<file path="src/rtl/spi_xfer_sequencer.sv">
// Byte-stream sequencer in front of the single-byte SPI driver: TX FIFO -> driver launch -> RX FIFO.
// Latency: one cycle from TX FIFO non-empty to drv_start; rx_valid rises one cycle after driver completion.
// Backpressure: tx_ready drops when the TX FIFO is full; launches stall while the RX FIFO has no free slot.

module spi_xfer_fifo #(
    parameter int DEPTH = 4,
    parameter int AW    = $clog2(DEPTH)
) (
    input  logic          clk,
    input  logic          rst_n,
    input  logic          push,
    input  logic          pop,
    input  logic [7:0]    wdata,
    output logic [7:0]    rdata,
    output logic [AW:0]   level,
    output logic          full,
    output logic          empty
);
    localparam logic [AW:0] DEPTH_LVL = DEPTH[AW:0];

    logic [7:0]    mem [DEPTH];
    logic [AW-1:0] wptr;
    logic [AW-1:0] rptr;

    // Storage, pointers and occupancy; callers never push when full or pop when empty.
    always_ff @(posedge clk or negedge rst_n) begin
        if (!rst_n) begin
            wptr  <= '0;
            rptr  <= '0;
            level <= '0;
            for (int i = 0; i < DEPTH; i++) begin
                mem[i] <= '0;
            end
        end else begin
            if (push) begin
                mem[wptr] <= wdata;
                wptr      <= wptr + AW'(1);
            end
            if (pop) begin
                rptr <= rptr + AW'(1);
            end
            if (push && !pop) begin
                level <= level + (AW+1)'(1);
            end else if (pop && !push) begin
                level <= level - (AW+1)'(1);
            end
        end
    end

    // Head of queue is read straight out of the register array.
    assign rdata = mem[rptr];
    assign full  = (level == DEPTH_LVL);
    assign empty = (level == '0);
endmodule

module spi_xfer_sequencer #(
    parameter int DEPTH = 4
) (
    input  logic                     clk,
    input  logic                     rst_n,
    input  logic [7:0]               tx_data,
    input  logic                     tx_valid,
    output logic                     tx_ready,
    output logic [7:0]               rx_data,
    output logic                     rx_valid,
    input  logic                     rx_ready,
    output logic [7:0]               drv_data_in,
    output logic                     drv_start,
    input  logic                     drv_en,
    input  logic [7:0]               drv_data_out,
    output logic [$clog2(DEPTH):0]   tx_level,
    output logic [$clog2(DEPTH):0]   rx_level,
    output logic                     busy,
    output logic [15:0]              xfer_count
);
    typedef enum logic [1:0] {IDLE, START, WAIT_LOW, WAIT_HIGH} state_t;

    state_t     state;
    logic       tx_full;
    logic       tx_empty;
    logic       rx_full;
    logic       rx_empty;
    logic       tx_push;
    logic       rx_push;
    logic       rx_pop;
    logic       launch;
    logic [7:0] tx_head;

    // Accept only on a free slot; full blocks even if a launch pops in the same cycle.
    assign tx_ready = !tx_full;
    assign tx_push  = tx_valid && !tx_full;

    // A launch needs a byte to send and a free RX slot reserved for the reply.
    assign launch   = (state == IDLE) && !tx_empty && !rx_full;

    // Completion is the first cycle the driver releases chip-enable after we saw it low.
    assign rx_push  = (state == WAIT_HIGH) && drv_en;
    assign rx_valid = !rx_empty;
    assign rx_pop   = rx_valid && rx_ready;

    assign busy     = (state != IDLE) || !tx_empty;

    spi_xfer_fifo #(.DEPTH(DEPTH)) u_tx_fifo (
        .clk   (clk),
        .rst_n (rst_n),
        .push  (tx_push),
        .pop   (launch),
        .wdata (tx_data),
        .rdata (tx_head),
        .level (tx_level),
        .full  (tx_full),
        .empty (tx_empty)
    );

    spi_xfer_fifo #(.DEPTH(DEPTH)) u_rx_fifo (
        .clk   (clk),
        .rst_n (rst_n),
        .push  (rx_push),
        .pop   (rx_pop),
        .wdata (drv_data_out),
        .rdata (rx_data),
        .level (rx_level),
        .full  (rx_full),
        .empty (rx_empty)
    );

    // Transfer FSM: drv_start is high exactly in START and WAIT_LOW, so the driver
    // sees it in its idle state and it is gone before the driver can return to idle.
    always_ff @(posedge clk or negedge rst_n) begin
        if (!rst_n) begin
            state       <= IDLE;
            drv_start   <= 1'b0;
            drv_data_in <= 8'h00;
            xfer_count  <= 16'h0000;
        end else begin
            case (state)
                IDLE: begin
                    if (launch) begin
                        drv_data_in <= tx_head;
                        drv_start   <= 1'b1;
                        state       <= START;
                    end
                end
                START: begin
                    drv_start <= 1'b1;
                    state     <= WAIT_LOW;
                end
                WAIT_LOW: begin
                    if (!drv_en) begin
                        drv_start <= 1'b0;
                        state     <= WAIT_HIGH;
                    end
                end
                WAIT_HIGH: begin
                    drv_start <= 1'b0;
                    if (drv_en) begin
                        xfer_count <= xfer_count + 16'd1;
                        state      <= IDLE;
                    end
                end
                default: begin
                    drv_start <= 1'b0;
                    state     <= IDLE;
                end
            endcase
        end
    end
endmodule

</file>
<file path="config.mk">
export PLATFORM = sky130hd
export DESIGN_NAME = spi_xfer_sequencer
export DESIGN_NICKNAME = d
export VERILOG_FILES = /design/src/rtl/spi_xfer_sequencer.sv
export SDC_FILE = /design/constraint.sdc
export NUM_CORES = 1
export LEC_CHECK = 0
export BUFFER_PORTS_ARGS = -buffer_cell sky130_fd_sc_hd__buf_2
export CORE_MARGIN = 5
export CORE_UTILIZATION = 35
export DETAILED_ROUTE_END_ITERATION = 7
export SYNTH_ARGS = -nofsm -noshare
export SYNTH_HDL_FRONTEND = slang
export SYNTH_SLANG_ARGS = --single-unit
</file>
<file path="constraint.sdc">
create_clock -name clk -period 2.5 [get_ports clk]
set_input_delay 0.25 -clock clk [delete_from_list [all_inputs] [get_ports clk]]
set_output_delay 0.25 -clock clk [all_outputs]
set_load 0.05 [all_outputs]
</file>
==> results.json, run 1 <==
{
  "route.final.wire_length_mm": 9.37,
  "drcViolationCount": 0,
  "ys.flop_type": "sky130_fd_sc_hd__dfrtp_1",
  "reg2reg_depth": 8,
  "synthesis.area_per_instance_um2": 15.5,
  "place.port_buffers": 62,
  "area_share_of_fa_ha_maj_cells_after_synthesis": 0.0442,
  "clock_input_transition_at_the_sequential_cells_of_the_worst_setup_and_hold_paths_ps": 70,
  "grt_pass1_wl_mm": 15.7,
  "synth-warning-count": 0,
  "worstPathArrival_ps": 2470,
  "worst_hold_start": "drv_en",
  "layout.cells.most_common_list": "sky130_fd_sc_hd__dfrtp_1, sky130_fd_sc_hd__buf_2, sky130_fd_sc_hd__mux2_2",
  "r2r_slack_ps": 300,
  "syn-num-nets": 352,
  "start_util": 0.354,
  "cells_taking_the_most_area_after_synthesis": "sky130_fd_sc_hd__dfrtp_1, sky130_fd_sc_hd__mux2_2, sky130_fd_sc_hd__mux2_4, sky130_fd_sc_hd__mux4_2, sky130_fd_sc_hd__ha_1",
  "drt_iter0_drc": 139,
  "synth_cell_type_count": 36,
  "result_of_the_run": "completed",
  "synth-edff-count": 0,
  "worstHoldPathType": "in2reg",
  "power.leakage_nw": 2.73,
  "grt_remaining_overflow": 0,
  "async_reset_ff_frac": 1.00,
  "flow.area_growth_from_synthesis_pct": 18.4,
  "end_kind": "flop",
  "first_pass_iters": 4,
  "io-pin-count": 63,
  "timing.final.crit_share": 0.878,
  "final_skew_ps": 9.95,
  "cts-buffers-inserted": 9,
  "finalCriticalPeriod_ps": 2200,
  "dp_worst_setup_slack_ps": 318,
  "post-dp-hpwl_mm": 6.59,
  "yosys.area.top_type_share": 0.539,
  "synth_top_family_by_area": "multiplexers",
  "timing_worst_setup_path_type": "reg2reg",
  "synthesis.area_um2": 4870,
  "vias": 2688,
  "synthesis.instances": 315,
  "yosys.area_share.xor_xnor": 0.0485,
  "fp.dieW_um": 128,
  "finish.net_count": 423,
  "power.density_cell_area_nw_per_um2": 1480,
  "worstHoldEndpoint": "state[0]$_DFFE_PN0P_",
  "post_drt_via_cell_ratio": 4.71,
  "grt_antenna_before_repair": 0,
  "ctsHtreeMaxLevel": 3,
  "max_cap_viol_count": 0,
  "worstHoldPathCells": 2,
  "commonest_non_fill_non_tap_cell_in_the_layout": "sky130_fd_sc_hd__dfrtp_1",
  "report.final.setup_viol": 0,
  "post-place-cells": 554,
  "wl_per_cell_um": 16.4,
  "worst_ep_required_time_ps": 2780,
  "report.final.hold_viol_count": 0,
  "fin_cells": 571,
  "synthSimpleGateAreaFrac": 0.0639,
  "grtUsageTotal": 0.123,
  "fmax_mhz": 455,
  "clock-root-buffer": "sky130_fd_sc_hd__clkbuf_16",
  "clock_tree.buffer_depth": 2,
  "tightestPinTransition_ps": 654,
  "cell_taking_the_most_area_after_synthesis": "sky130_fd_sc_hd__dfrtp_1",
  "cp-start-kind": "flop",
  "grt_max_degree": 48,
  "synth-compound-area-share": 0.00847,
  "cts_tree": "yes",
  "detail-route-antenna-nets": 0,
  "layout-drive-gt1-share": 0.483,
  "floorplan.die_area_um2": 16400,
  "maxSlewHeadroom": 0.560,
  "std_cell_rows": 43,
  "yosys-mux-area-fraction": 0.276,
  "clock_latency_ps": 350,
  "rsz_0062_raised_after_global_routing": "false",
  "setup_slack_ps": 304,
  "routability_congestion_estimate": 0.740,
  "cts-resized-gates": 0,
  "inserted_diodes": 0,
  "worst-path-max-fanout": 6,
  "seq_area_frac_synth": 0.539,
  "dieHeight_um": 128,
  "power.ir.vdd_worst_mv": 0.599,
  "maxSlewViolCount": 0,
  "yosys_register_bits": 105,
  "rr_startpoint": "u_tx_fifo.level[1]$_DFFE_PN0P_",
  "fill_cells": 1285,
  "core_area_um2": 13800,
  "rr_endpoint": "u_tx_fifo.level[2]$_DFFE_PN0P_",
  "clock-sinks": 105,
  "first_global_vias": 2948
}
[synth_stat cells, drive strengths merged (2+ instances only)]
cell type,number
o21ai,2
and3,4
inv,9
nor2,6
buf,8
dfrtp,105
xor2,10
nand4,4
and2,2
mux4,16
xnor2,17
nand3,8
ha,14
nor3,4
mux2,76
nand2,17
fa,2
or3,2
or3b,2
[layout make-up]
type	instances	area [µm²]	share of cell area
multi-input combinational	193	2160	0.374
clock buffer	9	225	0.0390
inverter	9	33.8	0.00585
sequential	105	2630	0.456
tap	180	225	0.0390
clock inverter	7	125	0.0217
timing repair buffer	68	373	0.0646
[routing by layer]
| layer | part of all wire | vias up | GRT usage |
|---|---|---|---|
| met5 | 0 | - | 0 |
| met4 | 0.013 | 0 | 0.0387 |
| met3 | 0.044 | 10 | 0.0396 |
| met2 | 0.50 | 42 | 0.201 |
| met1 | 0.45 | 1378 | 0.157 |
| li1 | - | 1258 | - |
[kinds of logic after synthesis]
family,Yosys count
flip-flops,105
multiplexers,93
AND/OR/NAND/NOR,51
XOR/XNOR,27
buffers and inverters,17
adder cells (fa/ha/maj),16
AO/OA/AOI/OAI,6
[per-stage QoR]
step           area [µm²]  power (mW)  utilization  setup TNS, ps  hold slack [ps]
3_5_place_dp         5410        7.02        0.393              0              200
3_3_place_gp         5410        6.90        0.393              0              193
2_1_floorplan        4880        6.17            -          -2.45            -45.6
4_1_cts              5770        8.70        0.419              0              145
6_report             5770        8.56        0.419              0              163
5_1_grt              5770        9.10        0.419              0              151
[flip-flops by register name, indices dropped and copies added, names as in the netlist, 3 cells and up]
register         count
drv_data_in          8
u_rx_fifo.level      3
u_rx_fifo.mem       32
u_tx_fifo.level      3
u_tx_fifo.mem       32
xfer_count          16
[worst max-delay path: stages, from the launching register on]
cell and delay (ps):
sky130_fd_sc_hd__dfrtp_2 450, sky130_fd_sc_hd__or3_2 500, sky130_fd_sc_hd__nand3_1 130, sky130_fd_sc_hd__ha_1 190
sky130_fd_sc_hd__inv_1 60, sky130_fd_sc_hd__fa_1 370, sky130_fd_sc_hd__xor2_1 170, sky130_fd_sc_hd__nor2_1 120
sky130_fd_sc_hd__xor2_1 150
[how the worst max path moves through the flow]
| stage | start | to | slack [ps] | depth (start not counted) |
|---|---|---|---|---|
| floorplan | u_rx_fifo.level[2]$_DFFE_PN0P_ | u_tx_fifo.level[2]$_DFFE_PN0P_ | -2 | 9 |
| global placement | u_rx_fifo.level[0]$_DFFE_PN0P_ | u_tx_fifo.level[2]$_DFFE_PN0P_ | 350 | 8 |
| detailed placement | u_tx_fifo.level[1]$_DFFE_PN0P_ | u_tx_fifo.level[2]$_DFFE_PN0P_ | 320 | 8 |
| CTS | u_tx_fifo.level[1]$_DFFE_PN0P_ | u_tx_fifo.level[2]$_DFFE_PN0P_ | 290 | 8 |
| global route | u_tx_fifo.level[1]$_DFFE_PN0P_ | u_tx_fifo.level[2]$_DFFE_PN0P_ | 160 | 8 |
| finish | u_tx_fifo.level[1]$_DFFE_PN0P_ | u_tx_fifo.level[2]$_DFFE_PN0P_ | 300 | 8 |
[power by group]
part	internal [mW]	switching (mW)	total, mW
combinational	1.79	2.06	3.86
sequential	2.48	0.590	3.07
clock	0.989	0.646	1.64
total	5.26	3.30	8.56
[timing repair]
item / 4_1_cts / 5_1_grt
hold endpoints to repair: 25 / 0
buffers inserted: 0 / 0
hold buffers: 1 / 0
(Power assumes the default switching activity.)
==> inputs of run 2 (changes only) <==
--- a/config.mk
+++ b/config.mk
@@ -6,6 +6,7 @@
 export NUM_CORES = 1
 export LEC_CHECK = 0
 export BUFFER_PORTS_ARGS = -buffer_cell sky130_fd_sc_hd__buf_2
+export CORE_ASPECT_RATIO = 1.75
 export CORE_MARGIN = 5
 export CORE_UTILIZATION = 35
 export DETAILED_ROUTE_END_ITERATION = 7
==> results.json, run 2 (synthesized netlist as in run 1, its figures left out) <==
{
  "worst_path_dominant_cell_family": "simple AND/OR/NAND/NOR gates",
  "cell_internal_pwr_mw": 5.04,
  "worstHoldPathCells": 2,
  "cp-start-kind": "flop",
  "power.switching_mw": 3.27,
  "layout.cells.most_common_list": "sky130_fd_sc_hd__dfrtp_1, sky130_fd_sc_hd__buf_2, sky130_fd_sc_hd__mux2_2",
  "register_area_um2": 2630,
  "post_drt_via_cell_ratio": 4.80,
  "clock-root-buffer": "sky130_fd_sc_hd__clkbuf_16",
  "power.ir.vdd_worst_mv": 0.583,
  "final_instance_area_um2": 5700,
  "worstHoldPathType": "in2reg",
  "drcViolationCount": 0,
  "routability_congestion_estimate": 0.683,
  "worst_ep_required_time_ps": 2760,
  "critical_path.most_common_cell": "sky130_fd_sc_hd__xor2_1",
  "multi_input_area_um2": 2160,
  "start_util": 0.354,
  "report.final.hold_viol_count": 0,
  "inserted_diodes": 0,
  "critPathSlowestCell": "sky130_fd_sc_hd__or3_2",
  "grt_max_degree": 59,
  "tightestPinTransition_ps": 769,
  "final_skew_ps": 9.74,
  "commonest_non_fill_non_tap_cell_in_the_layout": "sky130_fd_sc_hd__dfrtp_1",
  "clock_input_transition_at_the_sequential_cells_of_the_worst_setup_and_hold_paths_ps": 70,
  "power.leakage_nw": 2.70,
  "first_global_vias": 3037,
  "cts_setup_buffers": 0,
  "layout-drive-gt1-share": 0.476,
  "max_cap_viol_count": 0,
  "post-dp-hpwl_mm": 7.26,
  "p_comb_frac": 0.462,
  "clock-sinks": 105,
  "maxSlewViolCount": 0,
  "end_kind": "flop",
  "cp_cell_sequence": "or3_2 -> nand3_1 -> ha_1 -> inv_1 -> fa_1 -> xor2_1 -> nor2_1 -> xor2_1",
  "cts_tree": "yes",
  "fmax_mhz": 455,
  "placement.cell_area_um2": 5410,
  "critPathMaxStageDelay_ps": 500,
  "maxSlewHeadroom": 0.487,
  "reg.largest.list": "u_rx_fifo.mem (32), u_tx_fifo.mem (32), xfer_count (16)",
  "reg2reg_depth": 8,
  "netSwitchingFraction": 0.394,
  "floorplan.die_area_um2": 16500,
  "rsz_0062_raised_after_global_routing": "false",
  "clock_latency_ps": 340,
  "route.final.wire_length_mm": 9.66,
  "power.density_cell_area_nw_per_um2": 1460,
  "power.share.sequential": 0.375,
  "place.port_buffers": 62,
  "fp.dieW_um": 99.2,
  "worstPathArrival_ps": 2460,
  "timing.final.crit_share": 0.879,
  "detail-route-antenna-nets": 0,
  "grt_remaining_overflow": 0,
  "grtUsageTotal": 0.125,
  "grt_pass1_wl_mm": 16.2,
  "finish.net_count": 423,
  "total_power_mw": 8.32,
  "std_cell_rows": 57,
  "report.final.setup_viol": 0,
  "core_area_um2": 13800,
  "timing.critical_path.depth": 8,
  "wl_per_cell_um": 17.0,
  "final_util": 0.414,
  "io-pin-count": 63,
  "clock_power_share": 0.164,
  "timing_worst_setup_path_type": "reg2reg",
  "drt_iter0_drc": 48,
  "first_pass_iters": 4,
  "flow.area_growth_from_synthesis_pct": 16.9,
  "fill_cells": 1287,
  "finalCriticalPeriod_ps": 2200,
  "ctsHtreeMaxLevel": 3,
  "vias": 2724,
  "result_of_the_run": "completed",
  "clock_tree.buffer_depth": 2,
  "worst-path-buf-inv": 1,
  "grt_antenna_before_repair": 0,
  "worst-path-max-fanout": 6,
  "cts-buffers-inserted": 9,
  "dieHeight_um": 166
}
==> run 2: cell count changes in the layout (fill, tap and decap cells not counted) <==
cell / previous run / this run
sky130_fd_sc_hd__clkinv_2: 0 / 3
sky130_fd_sc_hd__inv_6: 2 / 0
sky130_fd_sc_hd__clkbuf_1: 0 / 3
sky130_fd_sc_hd__clkinv_4: 2 / 0
sky130_fd_sc_hd__bufinv_16: 3 / 1
==> run 2: metal layers <==
layer  vias to the layer above  routed length (µm)  GRT usage
met1                      1393                3810      0.140
met2                        60                5170      0.223
met4                         0                 153     0.0398
met3                        14                 521     0.0391
li1                       1257                   -          -
met5                         -                   0          0
==> run 2: cell type report <==
cell class                      count  share of cell area
Inverter                            9             0.00593
Tap cell                          177              0.0389
Sequential cell                   105               0.462
Clock buffer                       12              0.0415
Multi-Input combinational cell    193               0.379
Clock inverter                      4             0.00790
Timing Repair Buffer               68              0.0654
==> run 2: stage by stage <==
stage                     setup WS (ps)  std cells  hold slack [ps]  setup TNS [ps]
after floorplan                   -2.45        315            -45.6           -2.45
after global placement              345        551              367               0
after detailed placement            307        551              371               0
after CTS                           279        568              165               0
after global routing                111        568              167               0
final                               302        568              175               0
==> run 2: path summary, 6_finish.rpt <==
path,start,end,slack [ps]
worst max register to register,u_tx_fifo.level[1]$_DFFE_PN0P_,u_tx_fifo.level[2]$_DFFE_PN0P_,300
max in group asynchronous,rst_n,u_tx_fifo.level[2]$_DFFE_PN0P_,1290
worst max-delay path,u_tx_fifo.level[1]$_DFFE_PN0P_,u_tx_fifo.level[2]$_DFFE_PN0P_,300
worst min register to register,xfer_count[15]$_DFFE_PN0P_,xfer_count[15]$_DFFE_PN0P_,470
min in group asynchronous,rst_n,u_rx_fifo.mem[1]$_DFFE_PN0P_,510
worst min-delay path,drv_en,state[0]$_DFFE_PN0P_,180
==> run 2: timing repair <==
item | in CTS | in global routing
setup endpoints to repair | 0 | 0
hold endpoints to repair | 8 | 0
resized for setup | 0 | 0
hold buffers | 1 | 0
==> run 2: power groups by stage <==
stage          Sequential, mW  Combinational [mW]  Clock, mW
4_1_cts                  3.14                3.92       1.40
5_1_grt                  3.23                4.12       1.50
2_1_floorplan            3.40                2.78          0
3_3_place_gp             3.09                3.79          0
6_report                 3.12                3.84       1.36
3_5_place_dp             3.16                3.90          0
==> inputs of run 3 (changes only) <==
==> constraint.sdc (replaced) <==
create_clock -name clk -period 2.5 [get_ports clk]
set_input_delay 0.5 -clock clk [delete_from_list [all_inputs] [get_ports clk]]
set_output_delay 0.5 -clock clk [all_outputs]
set_load 0.05 [all_outputs]
==> results.json, run 3 (synthesized netlist as in run 1, its figures left out) <==
{
  "worst-path-buf-inv": 1,
  "grt_antenna_before_repair": 0,
  "place.port_buffers": 62,
  "routability_congestion_estimate": 0.710,
  "report.final.hold_viol_count": 0,
  "start_util": 0.354,
  "clock-sinks": 105,
  "report.final.setup_viol": 0,
  "max_cap_viol_count": 0,
  "first_pass_iters": 4,
  "detail-route-antenna-nets": 0,
  "route.final.wire_length_mm": 9.63,
  "final_instance_area_um2": 5730,
  "first_global_vias": 3073,
  "reg2reg_depth": 8,
  "dieHeight_um": 166,
  "worst-path-max-fanout": 5,
  "reg.largest.list": "u_rx_fifo.mem (32), u_tx_fifo.mem (32), xfer_count (16)",
  "netSwitchingFraction": 0.387,
  "fp.dieW_um": 99.2,
  "timing.final.crit_share": 0.886,
  "fmax_mhz": 451,
  "power.density_cell_area_nw_per_um2": 1470,
  "cp-start-kind": "flop",
  "drt_iter0_drc": 43,
  "clock_latency_ps": 340,
  "placement.cell_area_um2": 5410,
  "maxSlewHeadroom": 0.526,
  "tightestPinTransition_ps": 710,
  "final_util": 0.416,
  "grt_max_degree": 55,
  "finalCriticalPeriod_ps": 2220,
  "clock-root-buffer": "sky130_fd_sc_hd__clkbuf_16",
  "cts_setup_buffers": 0,
  "holdBufCountCts": 0,
  "inserted_diodes": 0,
  "critPathMaxStageDelay_ps": 500,
  "clock_input_transition_at_the_sequential_cells_of_the_worst_setup_and_hold_paths_ps": 70,
  "cp_cell_sequence": "or3b_2 -> nand3_1 -> ha_1 -> inv_1 -> fa_1 -> xor2_1 -> nor2_1 -> xor2_1",
  "p_comb_frac": 0.460,
  "post-dp-hpwl_mm": 7.08,
  "power.share.sequential": 0.363,
  "std_cell_rows": 57,
  "rsz_0062_raised_after_global_routing": "false",
  "grt_pass1_wl_mm": 16.0,
  "power.leakage_nw": 2.70,
  "setup.worst_path.start": "u_rx_fifo.level[0]$_DFFE_PN0P_",
  "post_drt_via_cell_ratio": 4.77,
  "clock_power_share": 0.177,
  "dp_worst_setup_slack_ps": 307,
  "timing_worst_setup_path_type": "reg2reg",
  "io-pin-count": 63,
  "cts-resized-gates": 0,
  "final_skew_ps": 9.42,
  "rr_endpoint": "u_tx_fifo.level[2]$_DFFE_PN0P_",
  "ctsHtreeMaxLevel": 3,
  "setup_slack_ps": 284,
  "core_area_um2": 13800,
  "critPathSlowestCell": "sky130_fd_sc_hd__or3b_2",
  "layout-drive-gt1-share": 0.483,
  "clock_tree.buffer_depth": 2,
  "timing.critical_path.depth": 8,
  "cell_internal_pwr_mw": 5.17,
  "end_kind": "flop",
  "layout.cells.most_common_list": "sky130_fd_sc_hd__dfrtp_1, sky130_fd_sc_hd__buf_2, sky130_fd_sc_hd__mux2_2",
  "rr_startpoint": "u_rx_fifo.level[0]$_DFFE_PN0P_",
  "flow.area_growth_from_synthesis_pct": 17.5,
  "grt_remaining_overflow": 0,
  "worst_ep_required_time_ps": 2760,
  "power.ir.vdd_worst_mv": 0.667,
  "vias": 2702,
  "drcViolationCount": 0,
  "cts-buffers-inserted": 9,
  "maxSlewViolCount": 0,
  "power.switching_mw": 3.27,
  "holdWs_ps": 189,
  "result_of_the_run": "completed",
  "wl_per_cell_um": 17.0,
  "commonest_non_fill_non_tap_cell_in_the_layout": "sky130_fd_sc_hd__dfrtp_1",
  "worst_path_dominant_cell_family": "simple AND/OR/NAND/NOR gates",
  "cts_tree": "yes",
  "critical_path.most_common_cell": "sky130_fd_sc_hd__xor2_1",
  "r2r_slack_ps": 280,
  "grtUsageTotal": 0.123,
  "total_power_mw": 8.44,
  "crit_end": "u_tx_fifo.level[2]$_DFFE_PN0P_",
  "finish.net_count": 422,
  "worstPathArrival_ps": 2470,
  "worstHoldPathType": "in2async",
  "floorplan.die_area_um2": 16500
}
run 3: cell types whose count changed in the layout (fill, tap and decap cells not counted):
cell,delta
sky130_fd_sc_hd__clkbuf_1,-3
sky130_fd_sc_hd__clkinv_2,-2
sky130_fd_sc_hd__clkinvlp_4,+2
sky130_fd_sc_hd__bufinv_16,+1
sky130_fd_sc_hd__clkbuf_8,+1
sky130_fd_sc_hd__dlygate4sd3_1,-1
run 3: worst min-delay path by stage:
stage,from,to,slack (ps),cells after the start
after floorplan,rst_n,drv_data_in[0]$_DFFE_PN0P_,200,0
after global placement,xfer_count[15]$_DFFE_PN0P_,xfer_count[15]$_DFFE_PN0P_,460,1
after detailed placement,xfer_count[15]$_DFFE_PN0P_,xfer_count[15]$_DFFE_PN0P_,460,1
after CTS,rst_n,u_rx_fifo.mem[17]$_DFFE_PN0P_,210,1
after global routing,rst_n,u_rx_fifo.mem[9]$_DFFE_PN0P_,260,1
final,rst_n,u_rx_fifo.mem[1]$_DFFE_PN0P_,190,1
run 3: through the flow:
stage | cells | TNS (ps)
2_1_floorplan | 315 | -2.45
3_3_place_gp | 551 | 0
3_5_place_dp | 551 | 0
4_1_cts | 566 | 0
5_1_grt | 566 | 0
6_report | 566 | 0
run 3: power by group through the flow:
stage	Combinational [mW]	Sequential, mW	Clock (mW)
finish	3.88	3.07	1.49
global route	4.16	3.17	1.62
CTS	3.96	3.07	1.55
detailed placement	3.96	3.09	0
global placement	3.85	3.04	0
floorplan	2.78	3.40	0
run 3: final cells by class:
| cell class | count | area, µm² |
|---|---|---|
| sequential | 105 | 2630 |
| timing repair buffer | 67 | 363 |
| clock buffer | 10 | 239 |
| tap | 177 | 221 |
| multi-input combinational | 193 | 2160 |
| fill | 1252 | 8040 |
| clock inverter | 5 | 80.1 |
| inverter | 9 | 33.8 |
run 3: routing by layer:
layer	up-vias	global-route usage	routed length (µm)
met5	-	0	0
met4	0	0.0410	115
li1	1258	-	-
met1	1381	0.142	3930
met3	10	0.0286	420
met2	53	0.222	5160
